## src/rtl/fb_axi_pkg.sv

```systemverilog
// fb_axi_pkg: shared AXI constants, scan FSM states and beat-size helper for the framebuffer fetch path
package fb_axi_pkg;
    localparam logic [1:0] AXI_BURST_INCR  = 2'b01;
    localparam logic [1:0] AXI_LOCK_NORMAL = 2'b00;

    typedef enum logic [1:0] {
        ST_IDLE,
        ST_ISSUE,
        ST_DRAIN
    } scan_state_t;

    function automatic logic [2:0] beat_size(input int unsigned bytes);
        beat_size = 3'd0;
        for (int i = 0; i < 8; i++)
            if (bytes == (32'd1 << i)) beat_size = 3'(i);
    endfunction
endpackage

```

## src/rtl/fb_credit_counter.sv

```systemverilog
// fb_credit_counter: saturating outstanding-burst counter; simultaneous inc/dec cancel, dec at zero is ignored
module fb_credit_counter #(
    parameter int unsigned MAX = 4,
    localparam int W = $clog2(MAX + 1)
) (
    input  logic         clk,
    input  logic         resetn,
    input  logic         i_inc,
    input  logic         i_dec,
    output logic [W-1:0] o_count,
    output logic [W-1:0] o_count_next
);
    localparam logic [W-1:0] LIMIT = W'(MAX);
    localparam logic [W-1:0] ONE   = W'(1);

    logic [W-1:0] r_count;
    logic         w_inc;
    logic         w_dec;

    assign w_dec   = i_dec & (r_count != '0);
    assign w_inc   = i_inc & ((r_count != LIMIT) | w_dec);
    assign o_count = r_count;

    // Next count: a matched inc/dec pair leaves the count alone
    always_comb
        o_count_next = (w_inc & ~w_dec) ? r_count + ONE :
                       (w_dec & ~w_inc) ? r_count - ONE : r_count;

    // Credit register
    always_ff @(posedge clk)
        r_count <= !resetn ? '0 : o_count_next;
endmodule

```

## src/rtl/fb_scan_read_requester.sv

```systemverilog
// fb_scan_read_requester: issues the AR burst stream that fetches one framebuffer frame, credit-limited
module fb_scan_read_requester
    import fb_axi_pkg::*;
#(
    parameter logic [31:0] ADDR_BASE       = 32'h0000_0000,
    parameter int unsigned LINE_STRIDE     = 4096,
    parameter int unsigned LINE_BURSTS     = 8,
    parameter int unsigned V_LINES         = 720,
    parameter int unsigned BURST_LEN       = 16,
    parameter int unsigned BEAT_BYTES      = 16,
    parameter int unsigned MAX_OUTSTANDING = 4,
    parameter logic [7:0]  ARID            = 8'h01
) (
    input  logic        clk,
    input  logic        resetn,
    input  logic        frame_start,
    input  logic        r_last_done,
    output logic        busy,
    output logic        frame_done,
    output logic        frame_overrun,
    output logic [7:0]  axi_arid,
    output logic [31:0] axi_araddr,
    output logic [7:0]  axi_arlen,
    output logic [2:0]  axi_arsize,
    output logic [1:0]  axi_arburst,
    output logic [1:0]  axi_arlock,
    output logic        axi_arvalid,
    input  logic        axi_arready
);
    localparam int          BW          = (LINE_BURSTS > 1) ? $clog2(LINE_BURSTS) : 1;
    localparam int          LW          = (V_LINES > 1) ? $clog2(V_LINES) : 1;
    localparam int          CW          = $clog2(MAX_OUTSTANDING + 1);
    localparam int unsigned LINE_BYTES  = LINE_BURSTS * BURST_LEN * BEAT_BYTES;
    localparam int unsigned BASE_U      = ADDR_BASE;
    localparam logic [31:0] BURST_BYTES = 32'(BURST_LEN * BEAT_BYTES);
    localparam logic [31:0] STRIDE      = 32'(LINE_STRIDE);
    localparam logic [BW-1:0] LAST_BURST = BW'(LINE_BURSTS - 1);
    localparam logic [LW-1:0] LAST_LINE  = LW'(V_LINES - 1);
    localparam logic [BW-1:0] B_ONE      = BW'(1);
    localparam logic [LW-1:0] L_ONE      = LW'(1);
    localparam logic [CW-1:0] CREDITS    = CW'(MAX_OUTSTANDING);

    if (LINE_BYTES > LINE_STRIDE) begin : g_bad_stride
        $error("fb_scan_read_requester: a line of bursts does not fit in LINE_STRIDE");
    end
    if (!(((4096 % LINE_STRIDE) == 0 && (BASE_U % LINE_STRIDE) + LINE_BYTES <= LINE_STRIDE) ||
          ((LINE_STRIDE % 4096) == 0 && (BASE_U % 4096) + LINE_BYTES <= 4096))) begin : g_bad_4k
        $error("fb_scan_read_requester: burst addresses could cross a 4 KB boundary");
    end

    scan_state_t   r_state, w_state;
    logic [31:0]   r_line_addr, w_line_addr;
    logic [31:0]   r_araddr, w_araddr;
    logic [BW-1:0] r_burst, w_burst;
    logic [LW-1:0] r_line, w_line;
    logic          r_arvalid, w_arvalid;
    logic          r_done, w_done;
    logic          r_overrun, w_overrun;
    logic          w_hs;
    logic [CW-1:0] w_count, w_count_next;

    assign w_hs = r_arvalid & axi_arready;

    fb_credit_counter #(.MAX(MAX_OUTSTANDING)) u_credit (
        .clk          (clk),
        .resetn       (resetn),
        .i_inc        (w_hs),
        .i_dec        (r_last_done),
        .o_count      (w_count),
        .o_count_next (w_count_next)
    );

    // Next-state: walk bursts within a line, lines within the frame, then wait for all credits back
    always_comb begin
        w_state     = r_state;
        w_line_addr = r_line_addr;
        w_araddr    = r_araddr;
        w_burst     = r_burst;
        w_line      = r_line;
        w_done      = 1'b0;
        w_overrun   = frame_start & (r_state != ST_IDLE);
        case (r_state)
            ST_IDLE: if (frame_start) begin
                w_state     = ST_ISSUE;
                w_line_addr = ADDR_BASE;
                w_araddr    = ADDR_BASE;
                w_burst     = '0;
                w_line      = '0;
            end
            ST_ISSUE: if (w_hs) begin
                if (r_burst != LAST_BURST) begin
                    w_burst  = r_burst + B_ONE;
                    w_araddr = r_araddr + BURST_BYTES;
                end else if (r_line != LAST_LINE) begin
                    w_burst     = '0;
                    w_line      = r_line + L_ONE;
                    w_line_addr = r_line_addr + STRIDE;
                    w_araddr    = r_line_addr + STRIDE;
                end else begin
                    w_state = ST_DRAIN;
                end
            end
            ST_DRAIN: if (w_count == '0) begin
                w_state = ST_IDLE;
                w_done  = 1'b1;
            end
            default: w_state = ST_IDLE;
        endcase
        // A pending request is held regardless of credits; a new one needs a free credit
        w_arvalid = (r_state == ST_IDLE) ? frame_start :
                    (w_state == ST_ISSUE) & ((r_arvalid & ~w_hs) | (w_count_next < CREDITS));
    end

    // State and output registers
    always_ff @(posedge clk) begin
        if (!resetn) begin
            r_state     <= ST_IDLE;
            r_line_addr <= ADDR_BASE;
            r_araddr    <= ADDR_BASE;
            r_burst     <= '0;
            r_line      <= '0;
            r_arvalid   <= 1'b0;
            r_done      <= 1'b0;
            r_overrun   <= 1'b0;
        end else begin
            r_state     <= w_state;
            r_line_addr <= w_line_addr;
            r_araddr    <= w_araddr;
            r_burst     <= w_burst;
            r_line      <= w_line;
            r_arvalid   <= w_arvalid;
            r_done      <= w_done;
            r_overrun   <= w_overrun;
        end
    end

    assign busy          = (r_state != ST_IDLE);
    assign frame_done    = r_done;
    assign frame_overrun = r_overrun;
    assign axi_arvalid   = r_arvalid;
    assign axi_araddr    = r_araddr;
    assign axi_arid      = ARID;
    assign axi_arlen     = 8'(BURST_LEN - 1);
    assign axi_arsize    = beat_size(BEAT_BYTES);
    assign axi_arburst   = AXI_BURST_INCR;
    assign axi_arlock    = AXI_LOCK_NORMAL;
endmodule
```

## config.mk

```make
export PLATFORM = sky130hd
export DESIGN_NAME = fb_scan_read_requester
export DESIGN_NICKNAME = d
export VERILOG_FILES = /design/src/rtl/fb_axi_pkg.sv /design/src/rtl/fb_credit_counter.sv /design/src/rtl/fb_scan_read_requester.sv
export SDC_FILE = /design/constraint.sdc
export NUM_CORES = 1
export LEC_CHECK = 0
export BUFFER_PORTS_ARGS = -buffer_cell sky130_fd_sc_hd__buf_4
export CORE_ASPECT_RATIO = 2
export CORE_MARGIN = 2
export CORE_UTILIZATION = 56
export DETAILED_ROUTE_END_ITERATION = 8
export PLACE_DENSITY = 0.87
export SLEW_MARGIN = 20
export SYNTH_ARGS = -nofsm -noshare
export SYNTH_HDL_FRONTEND = slang
export SYNTH_SLANG_ARGS = --single-unit
export TNS_END_PERCENT = 5
```

## constraint.sdc

```tcl
create_clock -name clk -period 2.7 [get_ports clk]
set_clock_uncertainty 0.2 [all_clocks]
set_input_delay 0.135 -clock clk [delete_from_list [all_inputs] [get_ports clk]]
set_output_delay 0.135 -clock clk [all_outputs]
set_load 0.02 [all_outputs]
```

======== Word-level counts from Yosys, hierarchy flattened ========
Index checks and enable logic that the tools add are counted.
word-level totals
  bits in registers ....................... 85
  bits of input ports ..................... 5
  output and inout port bits .............. 59
  word-level logic and storage cells ...... 76
operators by class
  add/sub/neg operators ................... 6
  magnitude comparators ................... 1
  eq/ne operators ......................... 11
  muxes and demuxes ....................... 28
  bitwise gates (word level) .............. 13
  reduce and logical (&&, ||, !) cells .... 8
operators with widths
  kind                    count
  $mux 32                 6
  $pmux 32 s2             2
  $mux 10                 4
  $add 32x13->32 const B  1
  $add 32x9->32 const B   1
  $pmux 10 s2             1
  $mux 3                  6
  $add 10x1->10 const B   1
  $mux 2                  5
  $ne 10x10->1 const B    1
  $ne 3x3->1 const B      3
  $and 1x1->1             8
  $add 3x1->3 const B     2
  $ne 2x2->1 const B      3
  $pmux 2 s3              1
  $pmux 3 s2              1
  $reduce_and 5->1        1
  $eq 2x1->1 const B      2
  $reduce_and 4->1        1
  $reduce_bool 2->1       2
  $logic_not 3->1         1
  $lt 3x3->1 const B      1
  $not 1->1               3
  $reduce_bool 3->1       1
  7 further kinds         9

======== Longest topological paths before layout ========
Gate-level depths: netlist of run 1.
  depth after elaboration ................. 12
  mapped depth ............................ 10
  mapped depth without buffers ............ 7

======== Hierarchy ========
A second synthesis of run 1 with hierarchy kept.
second synthesis, totals
  cells, all modules ...................... 533
  area, all modules ....................... 4111.4 um^2
modules (own cells, without submodules)
  module                  instances  cells each  area an instance (um^2)  sequential area each (um^2)
  fb_scan_read_requester  1          496         3791.1                   1261.2
  fb_credit_counter       1          37          320.3                    60.1

======== Worst setup path before layout of run 1 ========
OpenSTA, ideal clock, no wires.
  kind .................................... reg-to-reg
  start point ............................. register r_burst[0]
  end point ............................... register r_line[8]
  library setup time ...................... 116 ps
  data arrival time ....................... 1802 ps
  required time ........................... 2384 ps
  setup slack ............................. 581 ps
  cell stages (with the launch flop) ...... 10
  buffers on the path ..................... 2
  clock period less this slack ............ 2119 ps
  path through ............................ dfxtp_1 -> ha_1 -> ha_1 -> clkbuf_1 -> inv_2 -> a31o_2 -> buf_2 -> o21ai_1 -> a21oi_1 -> a31o_2
on the way
  longest elaborated chain between the ends .. 3
RTL lines
  item                               line                           source
  start: declaration                 fb_scan_read_requester.sv:54   logic [BW-1:0] r_burst, w_burst;
  start signal: assignment           fb_scan_read_requester.sv:129  r_burst <= w_burst;
  $ne 3x3->1                         fb_scan_read_requester.sv:91   if (r_burst != LAST_BURST) begin
  $ne 2x2->1 (no source line)        -
  $reduce_and 5->1 (no source line)  -
  end signal: assignment             fb_scan_read_requester.sv:130  r_line <= w_line;
  end: declaration                   fb_scan_read_requester.sv:55   logic [LW-1:0] r_line, w_line;
Every way passes these cells.
A chain may end at the register's enable or synchronous reset.

======== Worst setup path in the final report of run 1 ========
  start point ............................. register r_line[0]
  end point ............................... register r_line_addr[26]
on the way
  longest elaborated chain between the ends .. 3
RTL lines
  item                               line                           source
  $ne 10x10->1                       fb_scan_read_requester.sv:94   end else if (r_line != LAST_LINE) begin
  $ne 2x2->1 (no source line)        -
  $reduce_and 5->1 (no source line)  -
  end signal: assignment             fb_scan_read_requester.sv:127  r_line_addr <= w_line_addr;
  end: declaration                   fb_scan_read_requester.sv:52   logic [31:0] r_line_addr, w_line_addr;
Every way passes these cells.

==> metrics.txt, run 1 <==
status finished, final reports clean; crit path buf inv count 1; Crit path largest cell delay 580 ps; Sw Ratio 26.3%; endpoints failing hold 0; Detail Route Antenna Nets 0; number of synthesized flops with an enable pin 0; xor/xnor share of the synthesized area 4.30%; fraction of layout cells with a size suffix above 1 17.3%; # H-tree levels 3; Die X 65.8 um; CP max FO 21; post-CTS setup repair buffer count 0; Worst-Skew Late Latency 340 ps; vias in the first global route 3744; multiplexer share of the synthesized area 0%; clk root buf clkbuf_16; crit share post-route 89.6%; synthesized cell area 4280 um2; filler cell count 679; post-synthesis adder-cell area fraction 2.57%; port bufs 40; Int Pwr 1770 uW; WS Path Type flip-flop to flip-flop; DIE AREA 8390 um2; CP Capture Point r_line_addr[26]; TritonCTS Buffers 9; clk sinks 66; maximum vdd ir drop 0.392 mV; crit path launch r_line[0]; NetSw 633 uW; first-pass GRT wire length 17.7 mm; Syn Inst Count 535; clock network fraction of total power 43.6%; RSZ-0062 raised after global routing no; DP Wirelength 7.54 mm; fin crit period 2420 ps; gr usage total 27.0%; commonest non-fill, non-tap cell in the layout dfxtp_1; CP top delay family compound AO/OA/AOI/OAI gates; YS warnings 0; DR iter-0 viols 538; max_cap viols 0; Synth cell types 69; Post-Synth Simple-Gate Area 29.3%; Setup Viol. Count Final 0; core area 7490 um2; largest net degree at the start of global routing 32; Worst EP required 2740 ps; Most used DFF post-synth dfxtp_1; Setup TNS 0 ps; initial antenna violation count 0; largest family of logic cells by synthesized area simple AND/OR/NAND/NOR gates; register-to-register setup slack 280 ps; maximum clock insertion buffer count 2; Compound-Gate Fraction of Synth Area 22.5%; Area growth, synth to finish 12.8%; GP Congestion 0.880; post-layout net count 578; Setup WS pre-CTS 302 ps; n_diodes 0; Pwr Total 2410 uW; Placed Area 4530 um2; sequential fraction of the synthesis area 30.9%; most frequent cells in the layout dfxtp_1, buf_4, a21oi_1; CTS tree yes; Reg power frac 42.6%; total grt overflow 0; num ports 64; crit-path cells ha_1 > and3_1 > a31oi_2 > a21oi_2 > buf_12 > nor2_1 > a211oi_1; via/cell ratio 6.29; HP Class flip-flop to flip-flop; Reg2Reg Launch Point r_line[0]; PnR worst setup slack 280 ps; hold wc startpoint r_line_addr[29]; Crit path depth 7; vias 4157; Max Clock Freq 413 MHz; CP arrival 2460 ps; Post-synth ARST share 0%; slowest stage cell, crit path a21oi_2; r2r worst-path depth 7; #FFs+latches synth 66; Startpoint Class flip-flop; Mean Syn Cell Area 7.99 um2; Design Area, Final 4830 um2; drt wl/cell 16.2 um; Reg clk slew, reported paths 50 ps; Lkg Pwr 0.00183 uW; Residual DRC 0; Worst Tran Pin Value 790 ps; Initial Utilization 57.1%; Setup crit end kind flip-flop; FF-to-FF End r_line_addr[26]; Max-slew headroom 47.3%; fin. max-slew vios 0; Comb pwr share 13.9%; row cnt 45; drt pass-1 iters 5; Post-Route WL 10.7 mm; pwr dens 499 nW/um2; Vert. Die Dim 128 um
==> worst register-to-register path, cell delays in order, from the launching register on <==
cell,delay [ps]
dfxtp_1,390
ha_1,220
and3_1,250
a31oi_2,150
a21oi_2,580
buf_12,240
nor2_1,70
a211oi_1,230
==> power groups by stage <==
stage,Clock (uW),Combinational (uW),Sequential (uW)
3_3_place_gp,0,314,1040
5_1_grt,1110,374,1030
4_1_cts,1060,332,1020
2_1_floorplan,0,277,1040
3_5_place_dp,0,323,1040
6_report,1050,334,1020
==> flip-flops by register name (all words and copies together) (netlist names) <==
| signal | cells |
|---|---|
| r_burst | 3 |
| axi_araddr | 25 |
| r_state | 2 |
| frame_done | 1 |
| r_line | 10 |
| frame_overrun | 1 |
| u_credit.o_count | 3 |
| r_line_addr | 20 |
| axi_arvalid | 1 |
==> cell usage after synthesis, drive strengths merged (3+ instances only) <==
master | number | area, um2
a211oi | 4 | 30.0
a21oi | 50 | 258
a22oi | 8 | 60.1
a31o | 3 | 26.3
a31oi | 12 | 81.3
a32o | 3 | 30.0
a41oi | 4 | 35.0
and2 | 4 | 25.0
and3 | 8 | 50.1
and4 | 6 | 52.6
buf | 46 | 319
clkbuf | 16 | 61.3
dfxtp | 66 | 1320
ha | 8 | 100
inv | 16 | 60.1
nand2 | 36 | 138
nand2b | 4 | 25.0
nand3 | 26 | 135
nand3b | 4 | 30.0
nand4 | 12 | 105
nor2 | 42 | 160
nor3 | 30 | 166
nor4 | 12 | 163
o211ai | 5 | 37.5
o21ai | 35 | 175
o221a | 4 | 45.0
o31ai | 4 | 30.0
or3 | 12 | 80.1
or4 | 3 | 22.5
xnor2 | 12 | 105
xor2 | 9 | 78.8
==> worst min-delay path by stage <==
stage	endpoint	slack, ps	cells past startpoint
floorplan	frame_overrun	80	1
global placement	frame_overrun	190	2
detailed placement	frame_overrun	200	2
CTS	r_line_addr[29]	280	2
global route	r_line[9]	310	2
finish	r_line_addr[29]	280	2
==> cells by family (layout without fill, tap and decap cells) <==
logic type	after synthesis	in the layout
flops	66	66
simple gates	209	209
compound gates	150	150
fa+ha+maj	9	9
buf+inv	78	89
xor+xnor	21	21
other cells	2	23
==> layout make-up <==
| type | instances | area (um2) | share of cell area, % |
|---|---|---|---|
| timing repair buffer | 60 | 473 | 9.80 |
| tap | 94 | 118 | 2.44 |
| clock buffer | 13 | 260 | 5.39 |
| sequential | 66 | 1320 | 27.4 |
| multi-input combinational | 412 | 2590 | 53.7 |
| inverter | 16 | 60.1 | 1.24 |
==> metrics by stage <==
stage / cells / hold slack, ps / utilization, %
final: 661 / 280 / 64.4
after global routing: 661 / 305 / 64.4
after CTS: 661 / 282 / 64.4
after detailed placement: 644 / 203 / 60.4
after global placement: 644 / 194 / 60.4
after floorplan: 556 / 80.9 / -
==> per-layer routing <==
layer / GRT usage (%) / routed length (um)
met2: 41.8 / 5190
met5: 0 / 0
met3: 6.16 / 910
met4: 14.1 / 359
met1: 34.4 / 4260
==> what timing repair did <==
| item | CTS | global route |
|---|---|---|
| endpoints found under the hold margin | 11 | 0 |
| hold buffers | 4 | 0 |
| gates resized for setup | 0 | 0 |
No activity file was read; power rests on OpenSTA's default activity.
==> run 2: changes to the inputs <==
--- a/config.mk
+++ b/config.mk
@@ -6,7 +6,6 @@
 export NUM_CORES = 1
 export LEC_CHECK = 0
 export BUFFER_PORTS_ARGS = -buffer_cell sky130_fd_sc_hd__buf_4
-export CORE_ASPECT_RATIO = 2
 export CORE_MARGIN = 2
 export CORE_UTILIZATION = 56
 export DETAILED_ROUTE_END_ITERATION = 8
==> run 2 against run 1 <==
Critical path depth decreased by 1; combinational power up 1%; largest power group is now sequential cells; sequential power about the same; sequential share of layout area grew 0.31 points; clock power shrank 9.5%; design area fell by 1.1%; maximum frequency is 1.9% higher; first-iteration DRC count shrank 27%; die area fell by 0.50%; clock-buffer cell count down 3; non-clock buffer count shrank 2.
==> metrics.txt, run 2 (synthesis gave the netlist of run 1 again) <==
status finished, final reports clean (unchanged); TritonCTS Buffers 9 (unchanged); post-layout net count 576 (was 578); slowest stage cell, crit path a21oi_1 (was a21oi_2); Vert. Die Dim 91.4 um (was 128 um); PnR worst setup slack 325 ps (was 280 ps); commonest non-fill, non-tap cell in the layout dfxtp_1 (unchanged); CP max FO 9 (was 21); register area 1320 um2 (unchanged); Max-slew headroom 48.9% (was 47.3%); Post-Route WL 11.3 mm (was 10.7 mm); DP Wirelength 7.91 mm (was 7.54 mm); footprint of the multi-input gates 2590 um2 (unchanged); Die X 91.4 um (was 65.8 um); Reg clk slew, reported paths 80 ps (was 50 ps); num ports 64 (unchanged); via/cell ratio 6.33 (was 6.29); port bufs 40 (unchanged); CP arrival 2450 ps (was 2460 ps); Worst-Skew Late Latency 360 ps (was 340 ps); Pwr Total 2310 uW (was 2410 uW); crit share post-route 88.0% (was 89.6%); # H-tree levels 3 (unchanged); clk sinks 66 (unchanged); gr usage total 27.7% (was 27.0%); Reg2Reg Launch Point r_line[0] (unchanged); maximum vdd ir drop 0.279 mV (was 0.392 mV); max reg flops 25 (unchanged); crit path launch r_line[0] (unchanged); Setup WS pre-CTS 401 ps (was 302 ps); Initial Utilization 58.3% (was 57.1%); Residual DRC 0 (unchanged); DR iter-0 viols 393 (was 538); max_cap viols 0 (unchanged); Worst EP required 2770 ps (was 2740 ps); Area growth, synth to finish 11.6% (was 12.8%); core area 7330 um2 (was 7490 um2); drt wl/cell 17.0 um (was 16.2 um); Crit path largest cell delay 650 ps (was 580 ps); vias in the first global route 3952 (was 3744); final cell count without fillers 667 (was 661); pwr dens 485 nW/um2 (was 499 nW/um2); GP Congestion 0.944 (was 0.880); clk root buf clkbuf_8 (was clkbuf_16); vias 4223 (was 4157); Startpoint Class flip-flop (unchanged); hold wc startpoint r_line_addr[29] (unchanged); Worst Tran Pin Value 767 ps (was 790 ps); row cnt 31 (was 45); post-CTS setup repair buffer count 0 (unchanged); endpoints failing hold 0 (unchanged); Setup Viol. Count Final 0 (unchanged); drt pass-1 iters 5 (unchanged); dpl cells 647 (was 644); filler cell count 567 (was 679); fin. max-slew vios 0 (unchanged); most frequent cells in the layout dfxtp_1, buf_4, a21oi_1 (unchanged); first-pass GRT wire length 19.0 mm (was 17.7 mm); PostCTS Resize Cnt 0 (unchanged); n_diodes 0 (unchanged); Setup crit end kind flip-flop (unchanged); DIE AREA 8350 um2 (was 8390 um2); RSZ-0062 raised after global routing no (unchanged); fin crit period 2380 ps (was 2420 ps); CTS tree yes (unchanged); maximum clock insertion buffer count 2 (unchanged); fraction of layout cells with a size suffix above 1 17.8% (was 17.3%); crit-path cells ha_1 > and3_1 > nand4_1 > a21oi_1 > nor4_1 > o32ai_1 (was ha_1 > and3_1 > a31oi_2 > a21oi_2 > buf_12 > nor2_1 > a211oi_1); Lkg Pwr 0.00180 uW (was 0.00183 uW); initial antenna violation count 0 (unchanged); Detail Route Antenna Nets 0 (unchanged); hold_ws 279 ps (was 280 ps); WS Path Type flip-flop to flip-flop (unchanged); largest net degree at the start of global routing 31 (was 32); Post-CTS Hold Buffers 4 (unchanged); Setup TNS 0 ps (unchanged); total grt overflow 0 (unchanged); Max Clock Freq 421 MHz (was 413 MHz); HP Class flip-flop to flip-flop (unchanged)
run 2: cell types whose count changed in the layout (fill, tap and decap cells not counted):
cell / previous run / this run
clkinvlp_4: 0 / 1
buf_4: 55 / 54
clkbuf_8: 2 / 10
clkinv_4: 0 / 2
buf_12: 1 / 0
clkbuf_1: 2 / 0
bufinv_16: 0 / 2
clkbuf_16: 9 / 0
clkinv_2: 0 / 1
run 2: through the flow:
step | utilization (%) | instance area (um2)
3_5_place_dp | 61.4 | 4500
2_1_floorplan | - | 4360
4_1_cts | 65.1 | 4770
6_report | 65.1 | 4770
5_1_grt | 65.1 | 4770
3_3_place_gp | 61.4 | 4500
run 2: worst paths after layout:
kind                            depth (start not counted)  slack, ps              end
worst max-delay path                                    6        320   axi_araddr[28]
worst min-delay path                                    2        280  r_line_addr[29]
worst max register to register                          6        320   axi_araddr[28]
worst min register to register                          2        280  r_line_addr[29]
run 2: layout make-up:
class / count / share of cell area, %
clock inverter: 6 / 1.89
clock buffer: 10 / 2.88
timing repair buffer: 58 / 9.33
tap: 99 / 2.60
multi-input combinational: 412 / 54.4
inverter: 16 / 1.26
sequential: 66 / 27.7
run 2: power by group:
part / switching [uW] / total (uW) / internal (uW)
Clock: 404 / 950 / 546
Combinational: 221 / 339 / 118
Sequential: 29.0 / 1020 / 995
run 2: layer usage:
metal | up-vias | part of all wire (%) | GRT usage [%] | routed length [um]
met5 | - | 0 | 0 | 0
met4 | 0 | 1.6 | 11.6 | 181
met3 | 22 | 9.0 | 5.56 | 1020
met2 | 244 | 47 | 44.6 | 5300
met1 | 1980 | 43 | 36.1 | 4840
li1 | 1977 | - | - | -
run 2: critical path, delay by kind of cell, from the launching register on:
family	cells	cell delay, ps
adder cells (fa/ha/maj)	1	230
AO/OA/AOI/OAI	2	890
flip-flops	1	400
AND/OR/NAND/NOR	3	580
